$ cat src/rtl/display_arbiter_pkg.sv
// Shared definitions for the display arbiter slice: FSM encoding,
// default data width and a constant-evaluable clog2.
package display_arbiter_pkg;

  localparam int DEF_DATA_W = 16;

  localparam logic [0:0] ST_IDLE = 1'b0;
  localparam logic [0:0] ST_SHOW = 1'b1;

  function automatic int clog2(input int value);
    int r;
    r = 0;
    while ((32'sd1 << r) < value) begin
      r = r + 32'sd1;
    end
    return r;
  endfunction

endpackage

$ cat src/rtl/display_arbiter_if.sv
// Bundle between the display producers (master) and the arbiter (slave).
interface display_arbiter_if
  import display_arbiter_pkg::*;
#(
  parameter int NUM_SRC = 4,
  parameter int DATA_W  = DEF_DATA_W
);

  localparam int ID_W = clog2(NUM_SRC);

  logic [NUM_SRC-1:0]        Req;
  logic [NUM_SRC*DATA_W-1:0] Data;
  logic                      Hold;
  logic [NUM_SRC-1:0]        Ack;
  logic [DATA_W-1:0]         Result;
  logic [ID_W-1:0]           Src_ID;
  logic                      Disp_Valid;

  modport master (
    output Req, Data, Hold,
    input  Ack, Result, Src_ID, Disp_Valid
  );

  modport slave (
    input  Req, Data, Hold,
    output Ack, Result, Src_ID, Disp_Valid
  );

endinterface

$ cat src/rtl/display_arbiter_rr_pick.sv
// Combinational round-robin picker: first requester strictly above `last`,
// otherwise the lowest-index requester (the wrap-around case).
module rr_pick #(
  parameter int NUM_SRC = 4,
  parameter int ID_W    = 2
) (
  input  logic [NUM_SRC-1:0] req,
  input  logic [ID_W-1:0]    last,
  output logic [ID_W-1:0]    g,
  output logic               any_req
);

  logic            hi_found_s;
  logic            lo_found_s;
  logic [ID_W-1:0] hi_g_s;
  logic [ID_W-1:0] lo_g_s;

  // Scan once, tracking the lowest requester above last and the lowest overall.
  always_comb begin
    hi_found_s = 1'b0;
    lo_found_s = 1'b0;
    hi_g_s     = '0;
    lo_g_s     = '0;
    for (int i = 0; i < NUM_SRC; i++) begin
      if (req[i] && !lo_found_s) begin
        lo_found_s = 1'b1;
        lo_g_s     = ID_W'(i);
      end else begin
        lo_found_s = lo_found_s;
      end
      if (req[i] && !hi_found_s && (ID_W'(i) > last)) begin
        hi_found_s = 1'b1;
        hi_g_s     = ID_W'(i);
      end else begin
        hi_found_s = hi_found_s;
      end
    end
  end

  // Select the wrapped candidate only when nothing sits above last.
  always_comb begin
    if (hi_found_s) begin
      g = hi_g_s;
    end else begin
      g = lo_g_s;
    end
    any_req = |req;
  end

endmodule

$ cat src/rtl/display_arbiter.sv
// Round-robin owner of the 7-segment display path: grants one source at a
// time and keeps its value on Result for at least HOLD_CYCLES cycles.
module display_arbiter
  import display_arbiter_pkg::*;
#(
  parameter int NUM_SRC     = 4,
  parameter int DATA_W      = DEF_DATA_W,
  parameter int HOLD_CYCLES = 1024
) (
  input logic              CLK,
  input logic              Reset,
  display_arbiter_if.slave bus
);

  localparam int                  ID_W       = clog2(NUM_SRC);
  localparam int                  CNT_W      = clog2(HOLD_CYCLES + 1);
  localparam logic [CNT_W-1:0]    CNT_RELOAD = CNT_W'(HOLD_CYCLES - 1);
  localparam logic [ID_W-1:0]     LAST_RST   = ID_W'(NUM_SRC - 1);
  localparam logic [NUM_SRC-1:0]  ONE_HOT0   = {{(NUM_SRC-1){1'b0}}, 1'b1};

  logic [0:0]         state_r;
  logic [CNT_W-1:0]   cnt_r;
  logic [ID_W-1:0]    last_r;
  logic [DATA_W-1:0]  result_r;
  logic [ID_W-1:0]    src_r;
  logic [NUM_SRC-1:0] ack_r;
  logic               valid_r;

  logic [ID_W-1:0]    g_s;
  logic               any_s;
  logic               grant_s;
  logic               dec_s;
  logic               to_idle_s;
  logic [DATA_W-1:0]  data_arr_s [NUM_SRC];

  rr_pick #(
    .NUM_SRC (NUM_SRC),
    .ID_W    (ID_W)
  ) u_pick (
    .req     (bus.Req),
    .last    (last_r),
    .g       (g_s),
    .any_req (any_s)
  );

  // Split the flat Data bus into per-source slices.
  always_comb begin
    for (int i = 0; i < NUM_SRC; i++) begin
      data_arr_s[i] = bus.Data[i*DATA_W +: DATA_W];
    end
  end

  // Next-action decode; Hold freezes the dwell and blocks grants in every state.
  always_comb begin
    grant_s   = 1'b0;
    dec_s     = 1'b0;
    to_idle_s = 1'b0;
    case (state_r)
      ST_IDLE: begin
        if (!bus.Hold && any_s) begin
          grant_s = 1'b1;
        end else begin
          grant_s = 1'b0;
        end
      end
      ST_SHOW: begin
        if (bus.Hold) begin
          grant_s = 1'b0;
        end else if (cnt_r != '0) begin
          dec_s = 1'b1;
        end else if (any_s) begin
          grant_s = 1'b1;
        end else begin
          to_idle_s = 1'b1;
        end
      end
      default: begin
        to_idle_s = 1'b1;
      end
    endcase
  end

  // FSM, dwell counter and registered outputs; Ack is a single-cycle pulse.
  always_ff @(posedge CLK) begin
    if (Reset) begin
      state_r  <= ST_IDLE;
      cnt_r    <= '0;
      last_r   <= LAST_RST;
      result_r <= '0;
      src_r    <= '0;
      ack_r    <= '0;
      valid_r  <= 1'b0;
    end else begin
      ack_r <= '0;
      if (grant_s) begin
        result_r <= data_arr_s[g_s];
        src_r    <= g_s;
        ack_r    <= ONE_HOT0 << g_s;
        last_r   <= g_s;
        valid_r  <= 1'b1;
        cnt_r    <= CNT_RELOAD;
        state_r  <= ST_SHOW;
      end else if (dec_s) begin
        cnt_r <= cnt_r - CNT_W'(1);
      end else if (to_idle_s) begin
        state_r <= ST_IDLE;
      end else begin
        state_r <= state_r;
      end
    end
  end

  assign bus.Ack        = ack_r;
  assign bus.Result     = result_r;
  assign bus.Src_ID     = src_r;
  assign bus.Disp_Valid = valid_r;

endmodule

$ cat src/flat_wrapper.sv
// flat-port wrapper written by rule: the top's interface ports become plain ports
module display_arbiter_flat import display_arbiter_pkg::*;
#(
  parameter int NUM_SRC     = 4,
  parameter int DATA_W      = DEF_DATA_W,
  parameter int HOLD_CYCLES = 1024
)
  (CLK, Reset, bus_Req, bus_Data, bus_Hold, bus_Ack, bus_Result, bus_Src_ID, bus_Disp_Valid);
  display_arbiter_if #(.NUM_SRC(NUM_SRC), .DATA_W(DATA_W)) bus_i ();
  input logic CLK;
  input logic Reset;
  input wire logic [$bits(bus_i.Req)-1:0] bus_Req;
  input wire logic [$bits(bus_i.Data)-1:0] bus_Data;
  input wire logic [$bits(bus_i.Hold)-1:0] bus_Hold;
  output wire logic [$bits(bus_i.Ack)-1:0] bus_Ack;
  output wire logic [$bits(bus_i.Result)-1:0] bus_Result;
  output wire logic [$bits(bus_i.Src_ID)-1:0] bus_Src_ID;
  output wire logic [$bits(bus_i.Disp_Valid)-1:0] bus_Disp_Valid;
  assign bus_i.Req = bus_Req;
  assign bus_i.Data = bus_Data;
  assign bus_i.Hold = bus_Hold;
  assign bus_Ack = bus_i.Ack;
  assign bus_Result = bus_i.Result;
  assign bus_Src_ID = bus_i.Src_ID;
  assign bus_Disp_Valid = bus_i.Disp_Valid;
  display_arbiter #(.NUM_SRC(NUM_SRC), .DATA_W(DATA_W), .HOLD_CYCLES(HOLD_CYCLES)) u_core (.CLK(CLK), .Reset(Reset), .bus(bus_i));
endmodule
$ cat config.mk
export PLATFORM = sky130hd
export DESIGN_NAME = display_arbiter_flat
export DESIGN_NICKNAME = d
export VERILOG_FILES = /design/src/rtl/display_arbiter_pkg.sv /design/src/rtl/display_arbiter_if.sv /design/src/rtl/display_arbiter_rr_pick.sv /design/src/rtl/display_arbiter.sv /design/src/flat_wrapper.sv
export SDC_FILE = /design/constraint.sdc
export NUM_CORES = 1
export LEC_CHECK = 0
export ABC_AREA = 1
export CAP_MARGIN = 10
export CORE_AREA = 2 2 72 74
export CTS_BUF_LIST = sky130_fd_sc_hd__clkbuf_4
export DETAILED_ROUTE_END_ITERATION = 6
export DIE_AREA = 0 0 74 76
export PLACE_DENSITY_LB_ADDON = 0.2
export RECOVER_POWER = 100
export SETUP_SLACK_MARGIN = 0.1
export SYNTH_ARGS = -nofsm -noshare
export SYNTH_HDL_FRONTEND = slang
export SYNTH_SLANG_ARGS = --single-unit
$ cat constraint.sdc
create_clock -name CLK -period 4.7 [get_ports CLK]
set_input_delay 0.705 -clock CLK [delete_from_list [all_inputs] [get_ports CLK]]
set_output_delay 0.705 -clock CLK [all_outputs]
set_load 0.05 [all_outputs]
[Word-level counts from Yosys, hierarchy flattened]
Index checks and enable logic that the tools add are counted.
Word-level totals
  output and inout port bits: 23
  latch bits: 0
  word-level logic and storage cells: 78
  memories: 0
  memory bits (writable): 0
  input port bits: 71
  ROM bits: 0
  register bits: 37
Operators by class
  $mul: 0
  divide/modulo/power cells: 0
  multiplexer cells: 34
  magnitude comparators: 5
  bitwise operators: 3
  add/sub/neg operators: 1
  equality and inequality tests: 1
  reduce and logical (&&, ||, !) cells: 25
  shift-type cells: 1
Operators with widths (number)
  binary-select mux 16 bit (select 2 bit): 1
  two-way mux 16 bit: 2
  two-way mux 1 bit: 23
  two-way mux 10 bit: 2
  logical AND 1 bit: 11
  nonzero test 11 bit: 1
  subtractor 11 x 1 -> 11 bit (second input constant): 1
  two-way mux 2 bit: 5
  zero test 1 bit: 7
  > comparator 1 x 2 -> 1 bit (first input constant): 2
  > comparator 2 bit (first input constant): 2
  nonzero test 2 bit: 2
  OR reduction 2 bit: 2
  OR reduction 4 bit: 1
  << shifter 1 x 2 -> 4 bit (first input constant): 1
  >= comparator 3 bit (second input constant): 1
  NOT 2 -> 3 bit: 1
  != test 2 x 1 -> 1 bit (second input constant): 1
  NOT 1 bit: 2
  one-hot mux 1 bit (2 select lines): 1
  AND reduction 2 bit: 1

[Longest topological paths before layout]
  depth after elaboration: 20
  mapped depth: 12
  mapped depth without buffers: 11

[Cells and area by module]
A second synthesis with hierarchy kept.
Unflattened totals
  cells, all modules: 329
  area, all modules: 2078.2 um^2
Modules (own cells, without submodules)
  display_arbiter: area each 1980.6 um^2, cells each 306, seq. area each 740.7 um^2, times used 1
  rr_pick: area each 97.6 um^2, cells each 23, seq. area each 0.0 um^2, times used 1

[Least setup slack after synthesis]
OpenSTA, ideal clock, no wires.
  path kind: input-to-reg
  from: input bus_Req[2]
  to: register u_core.result_r[13], in the netlist u_core.bus.Result[13]
  path slack: 2.943 ns
  arrival time: 1.643 ns
  buffers on the path: 1
  stages on the path: 9
  cell sequence: nor2_2 nor2_1 nor2_2 inv_2 o21ai_4 buf_2 nand3_1 nand3_1 nand2_1
Between the ends
  longest elaborated chain between the ends: 12
RTL lines
  from (decl): line flat_wrapper.sv:12  | input wire logic [$bits(bus_i.Req)-1:0] bus_Req;
  logical AND 1 bit (2 in a row): line display_arbiter_rr_pick.sv:31  | if (req[i] && !hi_found_s && (ID_W'(i) > last)) begin
  two-way mux 1 bit: line display_arbiter_rr_pick.sv:31
  zero test 1 bit: line display_arbiter_rr_pick.sv:31
  logical AND 1 bit (2 in a row): line display_arbiter_rr_pick.sv:31
  two-way mux 2 bit / two-way mux 1 bit (equally long branches): line display_arbiter_rr_pick.sv:31
  two-way mux 2 bit: line display_arbiter_rr_pick.sv:42  | if (hi_found_s) begin
  NOT 2 -> 3 bit (not written as such): line display_arbiter.sv:96  | result_r <= data_arr_s[g_s];
  binary-select mux 16 bit (select 2 bit): line display_arbiter.sv:96
  two-way mux 16 bit (not written as such) (2 in a row): line display_arbiter.sv:96
  to (signal assigned): line display_arbiter.sv:96
  to (decl): line display_arbiter.sv:24  | logic [DATA_W-1:0] result_r;
Several ways; a longest one is shown, not always the timed one. The select of a mux whose other input is x is not followed.
A chain may end at the register's enable or synchronous reset.

[Final worst setup path]
  from: input bus_Req[3]
  to: register u_core.last_r[1]
Between the ends
  longest elaborated chain between the ends: 5
RTL lines
  OR reduction 4 bit: line display_arbiter_rr_pick.sv:47  | any_req = |req;
  two-way mux 1 bit: line display_arbiter.sv:71  | end else if (any_s) begin
  two-way mux 1 bit: line display_arbiter.sv:69  | end else if (cnt_r != '0) begin
  two-way mux 1 bit: line display_arbiter.sv:67  | if (bus.Hold) begin
  one-hot mux 1 bit (2 select lines): line display_arbiter.sv:58  | case (state_r)
  to (signal assigned): line display_arbiter.sv:99  | last_r <= g_s;
  to (decl): line display_arbiter.sv:23  | logic [ID_W-1:0] last_r;
Several ways; a longest one is shown, not always the timed one.

==> results by group <==
Outcome
  • Status: complete, no violations

Global routing
  • Global route overflow: 0
  • First-pass GRT wire length: 10,450 um
  • Total global-route track usage: 23.40%
  • Largest net degree at the start of global routing: 39
  • Vias in the first global route: 2,323
  • Initial antenna violation count: 0

Final layout
  • Ant diodes: 0
  • Fin util: 63.65%
  • Area Overhead vs Synth: 43.29%
  • Fill count: 469
  • Layout cells sized above 1: 6.112%
  • # nets final: 481

Logic synthesis
  • Gate Count Post-Synth: 328
  • Most used DFF post-synth: dfxtp_1
  • Mux cell area share after synthesis: 0%
  • Most frequent cell after synthesis: nand3_1
  • Register area share after synthesis: 33.94%
  • Synthesized-area fraction occupied by adder cells: 1.147%
  • Syn nets: 401
  • Simple-Gate Fraction of Synth Area: 46.04%
  • Unique masters post-synth: 28
  • Synth Area in Compound Gates: 7.339%
  • Synth warnings: 0
  • Synthesized flop and latch total: 37
  • EDFF count, synth: 0
  • Syn_area_per_cell: 6.653 sq um
  • Dominant cells by area after synthesis: dfxtp_1 (34%), nand3_1 (25%), nand2_1 (13%)
  • Mapped cell area: 0.002182 sq mm
  • Synth top area share: 33.94%
  • Post-Synth XOR/XNOR Area: 3.211%
  • Commonest cells in the netlist: nand3_1 (109), nand2_1 (77), dfxtp_1 (37)
  • Post-synthesis async set-or-reset flop share: 0%
  • Largest family of logic cells by synthesized area: simple AND/OR/NAND/NOR gates
  • Synth area leader: dfxtp_1

Clock tree
  • Post CTS Setup Buffer Count: 0
  • CTS buffer count: 5
  • Post-CTS Resized: 0
  • Root Buffer: clkbuf_4
  • TritonCTS Sinks: 37
  • H-tree lvl count: 2
  • Clock Pin Slew Worst Setup and Hold Paths: 0.12 ns
  • Hold buffers post-CTS: 0
  • Clk_lat worst skew: 0.35 ns
  • TritonCTS clock tree: yes
  • Bufs on Longest Clock Path: 2

Timing
  • Number of setup violations in the final report: 0
  • Slew headroom: 22.80%
  • Fin. Hold Viols: 0
  • Peak Freq: 0.2786 GHz
  • Setup TNS: 0 ns
  • Worst setup margin: 1.110 ns
  • RSZ-0062 raised after global routing: no
  • Slew Viols, Final: 0
  • Tmin final: 3.590 ns
  • Clk_skew: 0.008366 ns
  • Fin crit share: 76.38%
  • Slew @ Worst Pin: 1.155 ns

Drt
  • Overall via count from detail_route: 2,415
  • # DRC: 0
  • ANT nets after route: 0
  • Iter 0 DRT Violations: 125
  • Routed WL: 6113 um
  • DR vias/cell: 5.042
  • DRT Pass-1 Iters: 4
  • Routed len/inst: 12.76 um

Placed design
  • Dpl ws: 1.389 ns
  • PortBufs: 93
  • GP Congestion: 0.8463
  • HPWL Detailed: 4478 um

Setup path
  • CP Data Arrival Time: 3.85 ns
  • Crit end category: flip-flop
  • Crit-path max FO: 38
  • WS Path Type: input port to flip-flop
  • Worst Path Required: 4.96 ns
  • Startpoint Class: input port

Floorplan
  • Initial core utilization: 44.42%
  • DIE WIDTH: 74 um
  • Die area: 0.005624 sq mm
  • I/O pins: 94
  • Row cnt: 26
  • DIE HEIGHT: 76 um
  • Core area: 0.004912 sq mm

Pwr
  • Pleak: 1.394 nW
  • Max IR drop VDD: 119.4 uV
  • Power Density: 312.4 mW/mm^2

Run
  • Max-cap viol count: 0

Min path
  • HP Class: flip-flop to flip-flop
## metrics by stage
step / power, W / area, sq um / std cells / hold WS [ns]
after CTS: 0.0009979 / 3142 / 479 / 0.4822
after global placement: 0.0008230 / 3087 / 471 / 0.4469
after floorplan: 0.0006883 / 2182 / 328 / 0.4687
final: 0.0009768 / 3127 / 479 / 0.4759
after global routing: 0.001049 / 3127 / 479 / 0.4980
after detailed placement: 0.0008291 / 3087 / 471 / 0.4644
## report_power, final
group	internal, W	total [W]	switching, W
Sequential	0.000351	0.000378	0.0000268
Combinational	0.000168	0.000431	0.000263
Clock	0.0000564	0.000168	0.000112
## layout make-up
| cell class | count | area [sq um] | share of cell area, % |
|---|---|---|---|
| repair buffers | 94 | 934.6 | 29.89 |
| multi-input cells | 254 | 1249 | 39.94 |
| clock buffers | 5 | 37.54 | 1.200 |
| clock inverters | 3 | 17.52 | 0.5602 |
| well taps | 70 | 87.58 | 2.801 |
| inverters | 16 | 60.06 | 1.921 |
| flip-flops and latches | 37 | 740.7 | 23.69 |
## worst max-delay path: stages
cell           delay (ns)
dlygate4sd3_1        0.56
nor2_1               0.08
a31oi_1              0.18
nand2_1              0.71
nor2_1               0.83
clkbuf_1             0.47
nand2_1              0.16
o21a_1               0.14
## logic make-up (layout without fill, tap and decap cells)
group / Yosys count / after routing
xor gates and xnor gates: 8 / 8
and+or+nand+nor: 220 / 220
buffers and inverters: 37 / 118
DFF: 37 / 37
AOI/OAI and AO/OA: 24 / 24
adders and majority gates: 2 / 2
## registers in the layout (all words and copies together), names as in the netlist
register               cells
u_core.bus.Result         16
u_core.cnt_r              11
u_core.bus.Ack             4
u_core.bus.Src_ID          2
u_core.last_r              2
u_core.bus.Disp_Valid      1
u_core.state_r             1
## layout by cell type (no fill, tap or decap)
cell and count:
o21ai_1 1, dlygate4sd3_1 24, nand4_1 1, nor3_1 1, ha_1 2, xor2_1 3, a21oi_2 2, nor2_2 5
o21ai_2 1, nor2_1 19, nand3_2 1, nand2_1 79, o21a_1 1, a31oi_1 1, xnor2_1 5, nand3_1 109
or2_2 2, clkdlybuf4s50_1 69, a21oi_1 12, inv_1 13, clkbuf_4 5, o21ai_4 1, clkinv_2 2, o21ai_0 1
and2_1 1, clkinvlp_4 1, a21boi_0 4, nand2_2 2, clkbuf_1 1, inv_2 3, dfxtp_1 37
## metal layers
metal | wire length, um | GRT usage, %
met3 | 505 | 8.466
met4 | 122 | 7.636
met1 | 2495 | 28.15
met2 | 2989 | 38.13
met5 | 0 | 0
## worst paths after layout
path | end | slack, ns | startpoint | cells past startpoint
max reg2reg | u_core.last_r[1]$_SDFFE_PP1P_ | 1.27 | u_core.cnt_r[0]$_SDFFE_PP0P_ | 11
min | u_core.bus.Disp_Valid$_SDFFE_PP0P_ | 0.48 | u_core.bus.Disp_Valid$_SDFFE_PP0P_ | 2
max | u_core.last_r[1]$_SDFFE_PP1P_ | 1.11 | bus_Req[3] | 8
min reg2reg | u_core.bus.Disp_Valid$_SDFFE_PP0P_ | 0.48 | u_core.bus.Disp_Valid$_SDFFE_PP0P_ | 2
No activity file was read; power rests on OpenSTA's default activity.
